===== config.mk =====
export PLATFORM = sky130hd
export DESIGN_NAME = boot_ctrl
export DESIGN_NICKNAME = d
export VERILOG_FILES = /design/src/rtl/boot_ctrl_pkg.sv /design/src/rtl/boot_word_asm.sv /design/src/rtl/boot_ctrl.sv
export SDC_FILE = /design/constraint.sdc
export NUM_CORES = 1
export LEC_CHECK = 0
export CORE_UTILIZATION = 46
export DETAILED_ROUTE_END_ITERATION = 8
export GPL_TIMING_DRIVEN = 0
export PLACE_DENSITY = 0.74
export SLEW_MARGIN = 15
export SYNTH_ARGS = -nofsm -noshare
export SYNTH_HDL_FRONTEND = slang
export SYNTH_SLANG_ARGS = --single-unit
export TNS_END_PERCENT = 10

===== constraint.sdc =====
create_clock -name clk -period 2 [get_ports clk]
set_input_delay 0.3 -clock clk [delete_from_list [all_inputs] [get_ports clk]]
set_output_delay 0.3 -clock clk [all_outputs]
set_load 0.03 [all_outputs]

===== src/rtl/boot_ctrl_pkg.sv =====
// Boot loader shared types: FSM states, stream constants, output flags.
// BOOT_CHECKSUM_EN adds the S_CHK trailer state.
package boot_ctrl_pkg;

    localparam int HDR_LEN        = 2;
    localparam int BYTES_PER_WORD = 4;
    localparam int IDX_W          = $clog2(BYTES_PER_WORD);

    typedef enum logic [2:0] {
        S_LEN0 = 3'd0,
        S_LEN1 = 3'd1,
        S_DATA = 3'd2,
`ifdef BOOT_CHECKSUM_EN
        S_CHK  = 3'd3,
`endif
        S_RUN  = 3'd4,
        S_ERR  = 3'd5
    } state_e;

    typedef struct packed {
        logic ready;
        logic core_reset;
        logic done;
        logic err;
    } flags_t;

    localparam flags_t FLAGS_RST = '{
        ready: 1'b0, core_reset: 1'b1, done: 1'b0, err: 1'b0
    };

    function automatic flags_t flags_of(input state_e s);
        flags_t f;
        f.ready      = (s != S_RUN) && (s != S_ERR);
        f.core_reset = (s != S_RUN);
        f.done       = (s == S_RUN);
        f.err        = (s == S_ERR);
        return f;
    endfunction

endpackage


===== src/rtl/boot_word_asm.sv =====
// Byte-to-word assembler: little-endian shift register and byte counter.
// Raises word_vld for one cycle after the last byte of a word.
module boot_word_asm
    import boot_ctrl_pkg::*;
(
    input  logic        clk,
    input  logic        reset,
    input  logic        clear,
    input  logic        push,
    input  logic [7:0]  data,
    output logic        last,
    output logic        word_vld,
    output logic [31:0] word
);

    logic [IDX_W-1:0] idx;

    assign last = (idx == IDX_W'(BYTES_PER_WORD - 1));

    always_ff @(posedge clk or negedge reset) begin
        if (!reset) begin
            idx      <= '0;
            word     <= '0;
            word_vld <= 1'b0;
        end else if (clear) begin
            idx      <= '0;
            word_vld <= 1'b0;
        end else begin
            word_vld <= push && last;
            if (push) begin
                // first byte drifts down to bits 7:0
                word <= {data, word[31:8]};
                idx  <= idx + 1'b1;
            end
        end
    end

endmodule


===== src/rtl/boot_ctrl.sv =====
// Boot controller: streams a length-prefixed image into instruction memory.
// BOOT_CHECKSUM_EN adds an 8-bit zero-sum trailer check before release.
module boot_ctrl
    import boot_ctrl_pkg::*;
#(
    parameter int IMEM_WORDS = 64
) (
    input  logic        clk,
    input  logic        reset,
    input  logic        boot_req,
    input  logic        in_valid,
    input  logic [7:0]  in_data,
    output logic        in_ready,
    output logic        imem_we,
    output logic [31:0] imem_addr,
    output logic [31:0] imem_wd,
    output logic        core_reset,
    output logic        boot_done,
    output logic        boot_err,
    output logic [15:0] word_cnt
);

    localparam logic [16:0] MAX_WORDS = 17'(IMEM_WORDS);
`ifdef BOOT_CHECKSUM_EN
    localparam state_e S_END = S_CHK;
`else
    localparam state_e S_END = S_RUN;
`endif

    state_e      state;
    state_e      state_d;
    flags_t      flags;
    logic [15:0] len_q;
    logic [15:0] n_hdr;
    logic        accept;
    logic        push;
    logic        last;
    logic        img_done;

    assign in_ready   = flags.ready & ~boot_req;
    assign core_reset = flags.core_reset;
    assign boot_done  = flags.done;
    assign boot_err   = flags.err;

    assign accept   = in_valid & in_ready;
    assign n_hdr    = {in_data, len_q[7:0]};
    assign img_done = (word_cnt == len_q);
    assign push     = accept && (state == S_DATA) && !img_done;

`ifdef BOOT_CHECKSUM_EN
    logic [7:0] csum;
    logic       sum_ok;
    assign sum_ok = (8'(csum + in_data) == 8'h00);
`endif

    boot_word_asm u_asm (
        .clk      (clk),
        .reset    (reset),
        .clear    (boot_req),
        .push     (push),
        .data     (in_data),
        .last     (last),
        .word_vld (imem_we),
        .word     (imem_wd)
    );

    always_comb begin
        state_d = state;
        if (boot_req) begin
            state_d = S_LEN0;
        end else begin
            unique case (state)
                S_LEN0: if (accept) state_d = S_LEN1;
                S_LEN1: if (accept) begin
                    if ({1'b0, n_hdr} > MAX_WORDS) state_d = S_ERR;
                    else if (n_hdr == 16'd0)       state_d = S_END;
                    else                           state_d = S_DATA;
                end
                // word_cnt reaches N in the final write cycle
                S_DATA: if (img_done) begin
`ifdef BOOT_CHECKSUM_EN
                    if (accept) state_d = sum_ok ? S_RUN : S_ERR;
                    else        state_d = S_CHK;
`else
                    state_d = S_RUN;
`endif
                end
`ifdef BOOT_CHECKSUM_EN
                S_CHK: if (accept) state_d = sum_ok ? S_RUN : S_ERR;
`endif
                default: ;
            endcase
        end
    end

    always_ff @(posedge clk or negedge reset) begin
        if (!reset) begin
            state     <= S_LEN0;
            flags     <= FLAGS_RST;
            len_q     <= '0;
            word_cnt  <= '0;
            imem_addr <= '0;
`ifdef BOOT_CHECKSUM_EN
            csum      <= '0;
`endif
        end else begin
            state <= state_d;
            flags <= flags_of(state_d);
            if (boot_req) begin
                len_q    <= '0;
                word_cnt <= '0;
`ifdef BOOT_CHECKSUM_EN
                csum     <= '0;
`endif
            end else begin
                if (accept && state == S_LEN0) len_q[7:0]  <= in_data;
                if (accept && state == S_LEN1) len_q[15:8] <= in_data;
                if (push && last) begin
                    imem_addr <= {14'd0, word_cnt, 2'b00};
                    word_cnt  <= word_cnt + 16'd1;
                end
`ifdef BOOT_CHECKSUM_EN
                if (accept) csum <= 8'(csum + in_data);
`endif
            end
        end
    end

endmodule

==> impl_metrics.ini, run 1 <==
[run_status]
outcome = finished with violations
violations = negative setup slack

[timing]
rsz0062_at_grt = yes
whs_ns = 0.4135
relSlewSlack = 0.6228
fin_ws_ns = -0.07362
fin_tns_setup_ns = -2.227
timing.fmax_ghz = 0.4822
tightest_slew_ns = 0.5658
fin_worst_skew_ns = 0.01261
hold_viol_final = 0
timing.final.crit_share = 1.037
setup_viol = 54
finalMaxSlewViolations = 0
fin_crit_ns = 2.074

[global_routing]
grt_max_degree = 56
grt_pass1_vias = 3212
grt.total_usage = 0.2160
antenna_found_initial = 0
grt_pass1_wl_mm = 16.40
grt.overflow.total = 0

[logic_synthesis]
synth_compound_area_frac = 0.05779
synth_area_sq_um = 4395
synth_warnings = 0
synth-simple-area-share = 0.1432
ys_top_cells_by_area = dfrtp_1 51%, mux2_1 7.2%, mux2_2 4.6%
synth_edf_count = 0
synth_area_per_cell_sq_um = 12.08
synth_fa_ha_area_frac = 0.005693
ys_types = 57
netlist.area_leader.share = 0.5067
synth_xor_area_frac = 0.03188
synth_seq_cells = 90
async_reset_ff_frac = 1.000
seq_area_frac_synth = 0.5127
yosys-mux-area-fraction = 0.1839
synth_top_cell_by_area = dfrtp_1
synth_top_family_by_area = multiplexers
synthCells = 364
synthFlopType = dfrtp_1

[power_and_ir_drop]
clkPwrFrac = 0.370
p_leak_nw = 2.938
p_switching_w = 0.001013
power_frac_comb = 0.116
peakVddDrop_uv = 411.7
power.density_nw_per_um2 = 601.2
sequentialPowerShare = 0.514
internal-power_w = 0.002611
switching_share = 0.2796

[detailed_routing]
first_pass_iters = 4
drc = 0
final_antenna_net_count = 0
vias_per_cell = 5.329
first_iter_violations = 175
vias = 3336
wl_mm = 10.41
avgRoutedWirePerCell_um = 16.63

[die]
initial_core_util = 0.4757
core_sq_um = 9240
ios = 97
num_rows = 35
die_h_um = 99.75
die_w_um = 99.75
dieArea_sq_um = 9950

[critical_path]
crit_chain = xor2_1 -> nor4_2 -> nand4_2 -> nand2_4 -> buf_8 -> mux2_1
path_max_fanout = 10
rr_endpoint = u_asm.word[22]$_DFFE_PN0P_
max_stage_delay_ns = 0.44
r2r-start = word_cnt[14]$_DFFE_PN0P_
crit_arrival_ns = 2.33
cpMaxStageDelayCell = dfrtp_2
worst-path-buf-inv = 1
crit_path_end_kind = flip-flop
rr_worst_depth = 6
worstPathRequired_ns = 2.26
r2r_slack_ns = -0.07
path_class = flip-flop to flip-flop
crit_family = simple AND/OR/NAND/NOR gates
startpoint_type = flip-flop

[hold_path]
hp-start = boot_req
min_path_cells = 3
min_to = word_cnt[1]$_DFFE_PN0P_
hold_path.class = input pin to flip-flop

[placed_design]
dp.final_hpwl_mm = 7.059
routabilityCongestion = 0.8735
numPortBuffers = 79
dp_cells = 588
pre_cts_ws_ns = -0.3809

[final_layout]
drive_above_1_share = 0.3159
final_common_cell = clkdlybuf4s50_1
syn2layout_area_growth_pct = 37.12
mostFrequentLayoutCells = 78 x clkdlybuf4s50_1, 71 x dfrtp_1, 40 x buf_4, 31 x nor2_1, 26 x mux2_4
layout.nets = 506
fillers = 717
multi_input_area_sq_um = 2043
num_antenna_cells = 0
ff_latch_area_sq_um = 2276
layoutNonFillerInstCount = 626

[clocking]
clockBufferDepth = 2
tritoncts = built
cts-buffers-inserted = 9
htreeDepth = 3
clk_pin_slew_worst_paths_ns = 0.10
insertion_delay_ns = 0.37
clkSinkCount = 90
root_buffer = clkbuf_8

[job]
cap_violations = 0
routing by layer:
metal  up-vias  share of wire  GRT usage
li1       1543              -          -
met1      1649           0.43     0.2845
met2       124           0.50     0.3501
met3        20          0.041    0.03795
met4         0          0.022    0.09502
met5         -              0          0
state kept, by name (all words and copies together) (netlist names):
| register | cells |
|---|---|
| u_asm.word | 32 |
| imem_addr | 16 |
| len_q | 16 |
| word_cnt | 16 |
| state | 3 |
| u_asm.idx | 2 |
| boot_done | 1 |
| boot_err | 1 |
| core_reset | 1 |
| flags | 1 |
| u_asm.word_vld | 1 |
worst max path at each step:
stage | to | slack, ns | start | depth (start not counted)
2_1_floorplan | word_cnt[1]$_DFFE_PN0P_ | -0.01 | word_cnt[11]$_DFFE_PN0P_ | 6
3_3_place_gp | word_cnt[7]$_DFFE_PN0P_ | -2.94 | reset | 1
3_5_place_dp | word_cnt[15]$_DFFE_PN0P_ | -0.38 | in_valid | 6
4_1_cts | imem_addr[12]$_DFFE_PN0P_ | -0.07 | word_cnt[8]$_DFFE_PN0P_ | 7
5_1_grt | u_asm.word[22]$_DFFE_PN0P_ | -0.14 | word_cnt[12]$_DFFE_PN0P_ | 6
6_report | u_asm.word[22]$_DFFE_PN0P_ | -0.07 | word_cnt[14]$_DFFE_PN0P_ | 6
Yosys cell counts (2+ instances only):
master	instances
nor4_2	3
nand3_1	7
nor2b_1	7
a21oi_1	12
mux2_1	28
or3_1	2
ha_1	2
nor4_1	11
nor3_1	6
a31oi_1	2
buf_2	4
o311ai_0	3
mux2_4	8
buf_6	6
nand2_1	8
dfrtp_1	89
xor2_1	16
o21a_1	2
o31ai_1	7
mux2i_1	17
buf_4	17
nand2b_1	2
mux2_2	18
and3b_1	2
o21ai_0	3
inv_1	3
or4_1	6
nand4_1	8
nor2_1	31
clkbuf_1	6
and4_1	2
repair_timing:
action | CTS | global route
buffers inserted | 15 | 8
resized for setup | 29 | 12
endpoints found under the hold margin | 35 | 0
endpoints found under the setup margin | 69 | 70
gates cloned | 0 | 1
hold buffers | 1 | 0
pin swaps | 3 | 3
final cells by class:
cell class | count | share of cell area
Multi-Input combinational cell | 249 | 0.3390
Clock buffer | 9 | 0.02055
Inverter | 4 | 0.002491
Sequential cell | 90 | 0.3776
Timing Repair Buffer | 105 | 0.1719
Clock inverter | 7 | 0.01495
Tap cell | 129 | 0.02678
Buffer | 33 | 0.04671
worst min-delay path, cell delays in order:
cell and delay [ns]:
buf_2 0.18, nor2b_1 0.13, mux2_4 0.14
kinds of logic (layout without fill, tap and decap cells):
group | count (synthesis) | count (layout)
xor+xnor | 16 | 16
compound gates | 38 | 38
buf+inv | 40 | 158
simple gates | 106 | 106
flops | 90 | 90
fa+ha+maj | 2 | 2
other cells | 1 | 16
mux | 71 | 71
power groups by stage:
stage	combinational, W	sequential (W)	clock [W]
after floorplan	0.000255	0.00190	0
after global placement	0.000385	0.00190	0
after detailed placement	0.000398	0.00190	0
after CTS	0.000419	0.00186	0.00137
after global routing	0.000456	0.00187	0.00144
final	0.000419	0.00186	0.00134
stage by stage:
stage	power, W	util	instance area, sq um
5_1_grt	0.003763	0.6523	6027
6_report	0.003624	0.6523	6027
3_5_place_dp	0.002295	0.5911	5461
3_3_place_gp	0.002282	0.5884	5436
4_1_cts	0.003653	0.6382	5897
2_1_floorplan	0.002155	-	4484
Note: power is estimated with default switching activity, not from simulation.
==> inputs of run 2 (changes only) <==
--- a/config.mk
+++ b/config.mk
@@ -9,6 +9,7 @@
 export DETAILED_ROUTE_END_ITERATION = 8
 export GPL_TIMING_DRIVEN = 0
 export PLACE_DENSITY = 0.74
+export RECOVER_POWER = 50
 export SLEW_MARGIN = 15
 export SYNTH_ARGS = -nofsm -noshare
 export SYNTH_HDL_FRONTEND = slang
==> run 2 against run 1 <==
Net effect: the run still ends with negative setup slack left; largest power group unchanged; clock skew hardly changed; first-iteration DRC count stayed put; critical endpoint unchanged; flip-flop and latch count stayed put; routed wire length hardly changed; utilization is 0.20 points lower; global-route usage stayed put; worst setup slack hardly changed; sequential share of layout area is 0.12 points higher; clock power hardly changed; total power is 0.16% lower; via count is 0.18% lower.
==> impl_metrics.ini, run 2 (synthesis results as in run 1) <==
[clocking]
cts-buffers-inserted = 9
htreeDepth = 3
tritoncts = built
clkSinkCount = 90
clockBufferDepth = 2
clk_pin_slew_worst_paths_ns = 0.10
insertion_delay_ns = 0.37
root_buffer = clkbuf_8

[final_layout]
drive_above_1_share = 0.3159
final_common_cell = clkdlybuf4s50_1
layout.nets = 506
mostFrequentLayoutCells = 78 x clkdlybuf4s50_1, 71 x dfrtp_1, 39 x buf_4, 31 x nor2_1, 26 x mux2_4
syn2layout_area_growth_pct = 36.69
largest_register_ffs = 32
num_antenna_cells = 0
regMostFlops = u_asm.word

[placed_design]
routabilityCongestion = 0.8735
pre_cts_ws_ns = -0.3809
numPortBuffers = 79
dp.final_hpwl_mm = 7.059

[hold_path]
hp-start = boot_req
hold_path.class = input pin to flip-flop

[detailed_routing]
vias_per_cell = 5.319
first_pass_iters = 4
wl_mm = 10.41
final_antenna_net_count = 0
first_iter_violations = 175
avgRoutedWirePerCell_um = 16.62
drc = 0
vias = 3330

[timing]
fin_worst_skew_ns = 0.01271
relSlewSlack = 0.4031
fin_crit_ns = 2.073
tightest_slew_ns = 0.8954
fin_ws_ns = -0.07334
rsz0062_at_grt = yes
timing.final.crit_share = 1.037
timing.fmax_ghz = 0.4823
setup_viol = 54
hold_viol_final = 0
finalMaxSlewViolations = 0

[critical_path]
crit_chain = xor2_1 -> nor4_2 -> nand4_2 -> nand2_4 -> buf_8 -> mux2_1
crit_arrival_ns = 2.33
startpoint_type = flip-flop
cp-startpoint = word_cnt[14]$_DFFE_PN0P_
r2r-start = word_cnt[14]$_DFFE_PN0P_
worst-path-buf-inv = 1
path_class = flip-flop to flip-flop
worstPathRequired_ns = 2.26
max_stage_delay_ns = 0.44
cpMaxStageDelayCell = dfrtp_2
r2r_slack_ns = -0.07
path_max_fanout = 10
crit_family = simple AND/OR/NAND/NOR gates
crit_path_end_kind = flip-flop

[die]
die_h_um = 99.75
dieArea_sq_um = 9950
die_w_um = 99.75
core_sq_um = 9240
num_rows = 35
ios = 97
initial_core_util = 0.4757

[power_and_ir_drop]
peakVddDrop_uv = 411.7
p_leak_nw = 2.931
p_total_w = 0.003618
power.density_nw_per_um2 = 602.2

[global_routing]
grt.total_usage = 0.2160
grt_pass1_vias = 3212
grt_max_degree = 56
grt_pass1_wl_mm = 16.40
antenna_found_initial = 0
grt.overflow.total = 0

[run_status]
outcome = finished with violations
violations = negative setup slack

[job]
cap_violations = 0
-- run 2: cell types whose count changed in the layout (fill, tap and decap cells not counted) --
cell / change
buf_16: -1
buf_4: -1
buf_6: +1
clkbuf_2: +1
-- run 2: final cells by class --
| cell class | count | area (sq um) |
|---|---|---|
| clock buffers | 9 | 123.9 |
| fillers | 721 | 3232 |
| plain buffers | 33 | 281.5 |
| flip-flops and latches | 90 | 2276 |
| inverters | 4 | 15.01 |
| repair buffers | 105 | 1017 |
| well taps | 129 | 161.4 |
| clock inverters | 7 | 90.09 |
| multi-input cells | 249 | 2043 |
-- run 2: timing repair --
item	in CTS	in global routing
buffers inserted	15	8
hold endpoints to repair	35	0
pin swaps	3	3
endpoints found under the setup margin	69	70
cloned	0	1
gates resized for setup	29	12
hold buffers	1	0
-- run 2: layer usage --
| metal | vias up | part of all wire | global-route usage |
|---|---|---|---|
| met4 | 0 | 0.022 | 0.09502 |
| met5 | - | 0 | 0 |
| met2 | 123 | 0.50 | 0.3501 |
| met1 | 1645 | 0.43 | 0.2845 |
| li1 | 1542 | - | - |
| met3 | 20 | 0.041 | 0.03795 |
-- run 2: tightest hold or removal path, stage by stage --
cell and delay, ns:
buf_2 0.18, nor2b_1 0.13, mux2_4 0.14
-- run 2: stage by stage --
step | TNS (ns) | hold WS (ns) | cells | utilization | cell area, sq um
final | -2.209 | 0.4143 | 626 | 0.6502 | 6008
after global routing | -6.430 | 0.4380 | 626 | 0.6502 | 6008
after CTS | -1.843 | 0.4011 | 618 | 0.6382 | 5897
after detailed placement | -17.02 | 0.2929 | 588 | 0.5911 | 5461
after global placement | -253.68 | 0.4746 | 587 | 0.5884 | 5436
after floorplan | -0.2219 | 0.004409 | 379 | - | 4484
-- run 2: path summary, 6_finish.rpt --
| check | to | cells after the start |
|---|---|---|
| max | u_asm.word[22]$_DFFE_PN0P_ | 6 |
| min | word_cnt[1]$_DFFE_PN0P_ | 3 |
| max reg2reg | u_asm.word[22]$_DFFE_PN0P_ | 6 |
| min reg2reg | imem_addr[2]$_DFFE_PN0P_ | 1 |
| max in group asynchronous | len_q[6]$_DFFE_PN0P_ | 3 |
| min in group asynchronous | imem_addr[4]$_DFFE_PN0P_ | 2 |
-- run 2: power breakdown --
| group | internal [W] | switching [W] |
|---|---|---|
| Clock | 0.000615 | 0.000727 |
| Sequential | 0.00184 | 0.0000215 |
| Combinational | 0.000151 | 0.000263 |
